$ cat config.mk
export PLATFORM = sky130hd
export DESIGN_NAME = mc_controller
export DESIGN_NICKNAME = d
export VERILOG_FILES = /design/src/rtl/mc_controller.sv
export SDC_FILE = /design/constraint.sdc
export NUM_CORES = 1
export LEC_CHECK = 0
export CAP_MARGIN = 20
export CORE_MARGIN = 4
export CORE_UTILIZATION = 43
export CTS_CLUSTER_SIZE = 8
export DETAILED_ROUTE_END_ITERATION = 10
export GPL_ROUTABILITY_DRIVEN = 0
export PLACE_DENSITY = 0.8
export SYNTH_ARGS = -nofsm -noshare
export SYNTH_HDL_FRONTEND = slang
export SYNTH_SLANG_ARGS = --single-unit
$ cat constraint.sdc
create_clock -name clk -period 1.95 [get_ports clk]
set_clock_uncertainty 0.15 [all_clocks]
set_input_delay 0.2925 -clock clk [delete_from_list [all_inputs] [get_ports clk]]
set_output_delay 0.2925 -clock clk [all_outputs]
set_load 0.005 [all_outputs]
$ cat src/rtl/mc_controller.sv
// Multicycle control unit for the ARM-subset datapath: instruction decode,
// per-instruction state sequencing, NZCV flag register and condition gating.
module mc_controller #(
  parameter logic [3:0] RESET_FLAGS = 4'b0000,
  parameter bit         EN_MUL      = 1'b1
) (
  input  logic        clk,
  input  logic        reset,
  input  logic [31:0] Instr,
  input  logic [3:0]  ALUFlags,
  output logic        PCWrite,
  output logic        RegWrite,
  output logic        RegWrite2,
  output logic        IRWrite,
  output logic        MemWrite,
  output logic        AdrSrc,
  output logic [1:0]  RegSrc,
  output logic [1:0]  ALUSrcA,
  output logic [1:0]  ALUSrcB,
  output logic [1:0]  ResultSrc,
  output logic [1:0]  ImmSrc,
  output logic [2:0]  ALUControl,
  output logic [3:0]  State
);

  typedef enum logic [3:0] {
    FETCH = 4'd0, DECODE = 4'd1, MEMADR = 4'd2, MEMREAD = 4'd3, MEMWB = 4'd4,
    MEMWRITE = 4'd5, EXECR = 4'd6, EXECI = 4'd7, ALUWB = 4'd8, BRANCH = 4'd9
  } state_t;

  typedef struct packed {
    logic       pcwrite;
    logic       regwrite;
    logic       regwrite2;
    logic       irwrite;
    logic       memwrite;
    logic       adrsrc;
    logic [1:0] regsrc;
    logic [1:0] alusrca;
    logic [1:0] alusrcb;
    logic [1:0] resultsrc;
    logic [1:0] immsrc;
    logic [2:0] alucontrol;
  } ctrl_t;

  state_t     state_reg, state_next;
  ctrl_t      ctrl_reg, ctrl_next, ctrl_out;
  logic [3:0] flags_reg;
  logic       condex_reg;

  logic [1:0] op;
  logic [3:0] cmd;
  logic       s_bit, mul_enc, is_mul, long_mul, is_cmp, dp_known, arith;
  logic       cond_now, cond_eff, writes;
  logic [2:0] alu_dec;
  logic       unused_instr;

  assign op       = Instr[27:26];
  assign cmd      = Instr[24:21];
  assign s_bit    = Instr[20];
  assign mul_enc  = (op == 2'b00) && !Instr[25] && (Instr[7:4] == 4'b1001);
  assign is_mul   = EN_MUL && mul_enc;
  assign long_mul = is_mul && Instr[23];
  assign is_cmp   = !mul_enc && (cmd == 4'b1010);
  assign arith    = !mul_enc && (cmd == 4'b0100 || cmd == 4'b0010 || cmd == 4'b1010);
  assign dp_known = arith || (!mul_enc && (cmd == 4'b0000 || cmd == 4'b1100));
  assign writes   = is_mul || (dp_known && !is_cmp);
  assign unused_instr = ^{Instr[19:8], Instr[3:0]};

  function automatic logic cond_met(input logic [3:0] c, input logic [3:0] f);
    logic n, z, cf, v;
    {n, z, cf, v} = f;
    case (c)
      4'b0000: cond_met = z;
      4'b0001: cond_met = !z;
      4'b0010: cond_met = cf;
      4'b0011: cond_met = !cf;
      4'b0100: cond_met = n;
      4'b0101: cond_met = !n;
      4'b0110: cond_met = v;
      4'b0111: cond_met = !v;
      4'b1000: cond_met = cf && !z;
      4'b1001: cond_met = !cf || z;
      4'b1010: cond_met = (n == v);
      4'b1011: cond_met = (n != v);
      4'b1100: cond_met = !z && (n == v);
      4'b1101: cond_met = z || (n != v);
      4'b1110: cond_met = 1'b1;
      default: cond_met = 1'b0;
    endcase
  endfunction

  assign cond_now = cond_met(Instr[31:28], flags_reg);
  // The state leaving DECODE needs the condition before CondExR has latched it.
  assign cond_eff = (state_reg == DECODE) ? cond_now : condex_reg;

  always_comb begin
    alu_dec = 3'b000;
    if (is_mul) alu_dec = long_mul ? (Instr[22] ? 3'b110 : 3'b101) : 3'b100;
    else begin
      case (cmd)
        4'b0010, 4'b1010: alu_dec = 3'b001;
        4'b0000:          alu_dec = 3'b010;
        4'b1100:          alu_dec = 3'b011;
        default:          alu_dec = 3'b000;
      endcase
    end
  end

  always_comb begin
    state_next = state_reg;
    if (!reset) state_next = FETCH;
    else begin
      case (state_reg)
        FETCH:   state_next = DECODE;
        DECODE: begin
          case (op)
            2'b01:   state_next = MEMADR;
            2'b10:   state_next = BRANCH;
            2'b00:   state_next = Instr[25] ? EXECI : EXECR;
            default: state_next = FETCH;
          endcase
        end
        MEMADR:  state_next = Instr[20] ? MEMREAD : MEMWRITE;
        MEMREAD: state_next = MEMWB;
        EXECR, EXECI: state_next = ALUWB;
        default: state_next = FETCH;
      endcase
    end
  end

  // Outputs are registered: compute the control word of the state being entered.
  always_comb begin
    ctrl_next = '0;
    case (state_next)
      FETCH: begin
        ctrl_next.irwrite = 1'b1;  ctrl_next.pcwrite = 1'b1;
        ctrl_next.alusrca = 2'b01; ctrl_next.alusrcb = 2'b10; ctrl_next.resultsrc = 2'b10;
      end
      DECODE: begin
        ctrl_next.alusrca = 2'b01; ctrl_next.alusrcb = 2'b10; ctrl_next.resultsrc = 2'b10;
      end
      MEMADR: begin
        ctrl_next.alusrcb = 2'b01; ctrl_next.immsrc = 2'b01; ctrl_next.regsrc = 2'b10;
      end
      MEMREAD:  ctrl_next.adrsrc = 1'b1;
      MEMWB: begin
        ctrl_next.resultsrc = 2'b01; ctrl_next.regwrite = cond_eff;
      end
      MEMWRITE: begin
        ctrl_next.adrsrc = 1'b1; ctrl_next.regsrc = 2'b10; ctrl_next.memwrite = cond_eff;
      end
      EXECR:    ctrl_next.alucontrol = alu_dec;
      EXECI: begin
        ctrl_next.alusrcb = 2'b01; ctrl_next.alucontrol = alu_dec;
      end
      ALUWB: begin
        ctrl_next.alucontrol = alu_dec;
        ctrl_next.regwrite   = cond_eff && writes;
        ctrl_next.regwrite2  = cond_eff && long_mul;
      end
      BRANCH: begin
        ctrl_next.regsrc = 2'b01; ctrl_next.alusrcb = 2'b01; ctrl_next.immsrc = 2'b10;
        ctrl_next.resultsrc = 2'b10; ctrl_next.pcwrite = cond_eff;
      end
      default: ctrl_next = '0;
    endcase
  end

  always_ff @(posedge clk) begin
    state_reg <= state_next;
    ctrl_reg  <= ctrl_next;
    if (!reset) begin
      flags_reg  <= RESET_FLAGS;
      condex_reg <= 1'b0;
    end else begin
      if (state_reg == DECODE) condex_reg <= cond_now;
      if ((state_reg == EXECR || state_reg == EXECI) && condex_reg &&
          (dp_known || is_mul) && (s_bit || is_cmp)) begin
        flags_reg[3:2] <= ALUFlags[3:2];
        if (arith) flags_reg[1:0] <= ALUFlags[1:0];
      end
    end
  end

  // While reset is held, enables are off and selects look like FETCH.
  always_comb begin
    ctrl_out = ctrl_reg;
    if (!reset) begin
      ctrl_out = '0;
      ctrl_out.alusrca   = 2'b01;
      ctrl_out.alusrcb   = 2'b10;
      ctrl_out.resultsrc = 2'b10;
    end
  end

  assign PCWrite    = ctrl_out.pcwrite;
  assign RegWrite   = ctrl_out.regwrite;
  assign RegWrite2  = ctrl_out.regwrite2;
  assign IRWrite    = ctrl_out.irwrite;
  assign MemWrite   = ctrl_out.memwrite;
  assign AdrSrc     = ctrl_out.adrsrc;
  assign RegSrc     = ctrl_out.regsrc;
  assign ALUSrcA    = ctrl_out.alusrca;
  assign ALUSrcB    = ctrl_out.alusrcb;
  assign ResultSrc  = ctrl_out.resultsrc;
  assign ImmSrc     = ctrl_out.immsrc;
  assign ALUControl = ctrl_out.alucontrol;
  assign State      = state_reg;

endmodule

Yosys cells after proc, flatten, opt, wreduce, memory -nomap -nowiden
Index checks and enable logic that the tools add are counted.
Storage, ports and cells
  word-level logic and storage cells: 119
  bits in registers: 28
  bits of input ports: 38
  output and inout bits: 23
Operators by class
  mux-type cells: 21
  eq/ne operators: 37
  reduce and logical (&&, ||, !) cells: 45
Operators by type and width (count)
  4-bit == test (second input constant): 12
  4-bit by 3-bit == test with 1-bit output (second input constant): 11
  4-bit by 2-bit == test with 1-bit output (second input constant): 7
  4-bit one-hot mux with 5 select lines: 1
  19-bit two-way mux: 1
  4-bit logical NOT: 4
  2-bit one-hot mux with 2 select lines: 4
  1-bit one-hot mux with 15 select lines: 1
  1-bit logical AND: 14
  4-bit by 1-bit == test with 1-bit output (second input constant): 3
  4-bit one-hot mux with 3 select lines: 1
  1-bit logical OR: 10
  2-bit OR reduction: 5
  3-bit OR reduction: 3
  1-bit logical NOT: 7
  3-bit two-way mux: 2
  2-bit one-hot mux with 3 select lines: 1
  1-bit two-way mux: 5
  2-bit two-way mux: 2
  4-bit two-way mux: 1
  1-bit one-hot mux with 2 select lines: 2
  2-bit by 1-bit == test with 1-bit output (second input constant): 1
  2-bit == test (second input constant): 1
  2-bit logical NOT: 1
  other kinds (3): 3

Depth between registers and ports, before layout
  depth in word-level cells: 10
  gate-level depth with buffers: 7
  mapped depth without buffers: 6

Worst setup path before layout
No wires, ideal clock.
  kind: in2reg
  start: input port Instr[23]
  end: register flags_reg[0]
  path slack: 0.175 ns
  path buffers: 1
  data required time: 1.728 ns
  arrival: 1.554 ns
  stages: 6
  library setup time: 0.072 ns
  cell sequence: buf_6 -> nand2b_4 -> a2111oi_2 -> o221ai_2 -> nor4_4 -> mux2i_1
Between the ends
  longest elaborated chain between the ends: 9
  elaborated cells on any way between the ends: 17
  classes of those cells: 4 x eq/ne; 13 x reduce/logical
RTL lines
  start: declaration: RTL line 9  | input logic [31:0] Instr,
  4-bit by 3-bit == test with 1-bit output / 4-bit by 2-bit == test with 1-bit output (equally long branches): RTL line 65  | assign arith = !mul_enc && (cmd == 4'b0100 || cmd == 4'b0010 || cmd == 4'b1010);
  1-bit logical OR (2 in series): RTL line 65
  1-bit logical AND: RTL line 65
  1-bit logical OR: RTL line 66  | assign dp_known = arith || (!mul_enc && (cmd == 4'b0000 || cmd == 4'b1100));
  1-bit logical OR: RTL line 179  | (dp_known || is_mul) && (s_bit || is_cmp)) begin
  1-bit logical AND: RTL line 178  | if ((state_reg == EXECR || state_reg == EXECI) && condex_reg &&
  1-bit logical AND: RTL line 179
  2-bit AND reduction (no line) (*)
  end signal: assignment: RTL line 181  | if (arith) flags_reg[1:0] <= ALUFlags[1:0];
  end: declaration: RTL line 48  | logic [3:0] flags_reg;
Every way passes the cells marked *; elsewhere a longest branch is shown, timed or not.
A chain may end at the register's enable or synchronous reset.

==> flow_metrics.env <==
export IMPL_post_route_period_util=0.973
export IMPL_syn_to_final_growth_pct=51.9
export IMPL_grt_max_degree=15
export IMPL_diodes=0
export IMPL_max_freq_ghz=0.527
export IMPL_drcViolationCount=0
export IMPL_required_ns=2.04
export IMPL_r2r_setup_slack_ns=0.06
export IMPL_synth_most_common_cell="dfxtp_1"
export IMPL_slowest_stage="clkdlybuf4s50_1"
export IMPL_yosys_top_cells_count="27 x dfxtp_1, 16 x and2_1, 15 x nor2_1"
export IMPL_cts_tree="yes"
export IMPL_syn_nets=203
export IMPL_whs_ns=0.306
export IMPL_multi_input_area_um2=908
export IMPL_clk_latency_ns=0.33
export IMPL_yosysWarnings=0
export IMPL_synth_cell_types=57
export IMPL_r2r_cells=5
export IMPL_grt_pass1_vias=1365
export IMPL_cts_root_buf="clkbuf_4"
export IMPL_min_period_ns=1.90
export IMPL_critPathMaxStageDelay_ns=0.50
export IMPL_synth_top_area_cell="dfxtp_1"
export IMPL_synth_top_area_frac=0.364
export IMPL_setup_violations_final=0
export IMPL_cts_sinks=27
export IMPL_drv_slew=0
export IMPL_maxCapViolations=0
export IMPL_p_per_area_nw_per_um2=508
export IMPL_synth_area_leaders="dfxtp_1 36%, and2_1 6.7%, nor2_1 3.8%, a21oi_1 3.4%, nor2b_1 3.4%"
export IMPL_syn_avg_cell_area_um2=8.99
export IMPL_grt_pass1_wl_um=5870
export IMPL_coreArea_um2=3340
export IMPL_ys_seq_area_frac=0.364
export IMPL_wl_um=3660
export IMPL_antenna_found_initial=0
export IMPL_ys_ff_latch=27
export IMPL_crit_path_end="ctrl_reg[17]"
export IMPL_synth_cells=165
export IMPL_io_buffers=43
export IMPL_dieArea_um2=4450
export IMPL_fill_cells=284
export IMPL_largest_reg_flops=18
export IMPL_start_util=0.445
export IMPL_worst_ep_arrival_time_ns=1.99
export IMPL_grt_usage=0.169
export IMPL_ioPinCount=61
export IMPL_hold_violations=0
export IMPL_setup_ws_ns=0.0520
export IMPL_async_flop_share=0
export IMPL_synth_main_ff_cell="dfxtp_1"
export IMPL_ant_nets=0
export IMPL_leakage_nw=0.938
export IMPL_min_path_type="primary input to register"
export IMPL_worstSetupStartpointType="primary input"
export IMPL_dr_pass1_iters=4
export IMPL_grt_overflow=0
export IMPL_setup_tns_ns=0
export IMPL_cts_htree_levels=1
export IMPL_postCtsHoldBufs=0
export IMPL_dr_total_vias=1436
export IMPL_fp_dieH_um=66.7
export IMPL_postPlaceCellArea_um2=2150
export IMPL_dp_slack_ns=-0.417
export IMPL_critPathKind="primary input to register"
export IMPL_startpoint="Instr[31]"
export IMPL_dp_hpwl_um=2770
export IMPL_drive_above_1_share=0.241
export IMPL_synth_area_um2=1480
export IMPL_die_w_um=66.7
export IMPL_postLayoutCellArea_um2=2250
export IMPL_path_cells="clkdlybuf4s50_1, buf_4, nand2_1, a221o_1, a311oi_2, a221oi_4, nor3_1"
export IMPL_clock_path_buffers=2
export IMPL_path_clk_slew_ns=0.14
export IMPL_worst_ir_drop_vdd_mv=0.609
export IMPL_rows=21
export IMPL_nets=276
export IMPL_status="complete, no violations"
export IMPL_final_seq_area_um2=542
export IMPL_endpoint_kind="register"
export IMPL_r2r_start="flags_reg[0]"
export IMPL_synth_enable_flop_cells=0
export IMPL_wl_per_cell_um=12.9
export IMPL_avgViaCountPerCell=5.07
export IMPL_r2r_end="ctrl_reg[17]"
export IMPL_cts_made_buffers=3
export IMPL_crit_fanout=8
export IMPL_drtIter0Drc=129
[through the flow]
stage	cells	util	power (W)
finish	283	0.676	0.00115
global route	283	0.676	0.00121
CTS	282	0.653	0.00114
detailed placement	277	0.643	0.000900
global placement	277	0.643	0.000895
floorplan	165	-	0.000737
[worst max-delay path: cells and delay by family]
kind                   cells  cell delay, ns
buffers and inverters      2            0.67
AO/OA/AOI/OAI              3            0.71
AND/OR/NAND/NOR            2            0.31
[cell families (layout without fill, tap and decap cells)]
group	Yosys count	after routing	share of synthesized area
AO/OA/AOI/OAI	32	32	0.175
flip-flops	27	27	0.364
AND/OR/NAND/NOR	82	82	0.340
other	1	1	0.00253
XOR/XNOR	2	2	0.0118
multiplexers	6	6	0.0497
buffers and inverters	15	87	0.0573
[worst min-delay path by stage]
stage / startpoint / cells after the start / slack (ns) / endpoint
2_1_floorplan: ALUFlags[1] / 2 / 0.28 / flags_reg[1]
3_3_place_gp: flags_reg[1] / 2 / 0.32 / flags_reg[1]
3_5_place_dp: flags_reg[1] / 2 / 0.34 / flags_reg[1]
4_1_cts: ALUFlags[0] / 3 / 0.35 / flags_reg[0]
5_1_grt: Instr[26] / 4 / 0.35 / ctrl_reg[15]
6_report: Instr[26] / 4 / 0.31 / ctrl_reg[15]
[cell usage in the layout (no fill, tap or decap), types with 2 or more instances in the layout]
cell type	synthesis	routed
a21oi_1	10	10
and2_1	16	15
buf_4	1	31
clkbuf_4	0	3
clkdlybuf4s50_1	0	34
dfxtp_1	27	26
dlygate4sd2_1	0	2
dlymetal6s2s_1	0	7
inv_1	6	6
mux2i_1	4	4
nand2_1	11	11
nand2b_1	5	5
nand3_1	3	3
nand3b_1	2	2
nor2_1	15	14
nor2b_1	8	8
nor3_1	5	5
o21bai_1	3	3
o221ai_2	2	2
[repair_timing]
item	in CTS	in global routing
gates cloned	1	0
resized for setup	3	15
setup buffers	0	1
endpoints found under the setup margin	17	9
endpoints found under the hold margin	0	0
pin swaps	0	5
[per-layer routing]
metal  wire (um)  GRT usage  part of all wire
met1        1730      0.226              0.47
met2        1670      0.267              0.45
met3         170     0.0371             0.046
met4          93     0.0533             0.025
met5           0          0                 0
[power breakdown]
group | switching [W] | internal [W] | leakage [nW]
Clock | 0.000161 | 0.0000802 | 0.0150
Sequential | 0.0000135 | 0.000582 | 0.220
Combinational | 0.000135 | 0.000174 | 0.703
Total | 0.000310 | 0.000836 | 0.938
[cell type report]
type                    instances  share of cell area
inverters                       7              0.0117
clock buffers                   4              0.0117
flip-flops and latches         27               0.240
repair buffers                 76               0.308
well taps                      46              0.0255
multi-input cells             123               0.403
No activity file was read; power rests on OpenSTA's default activity.
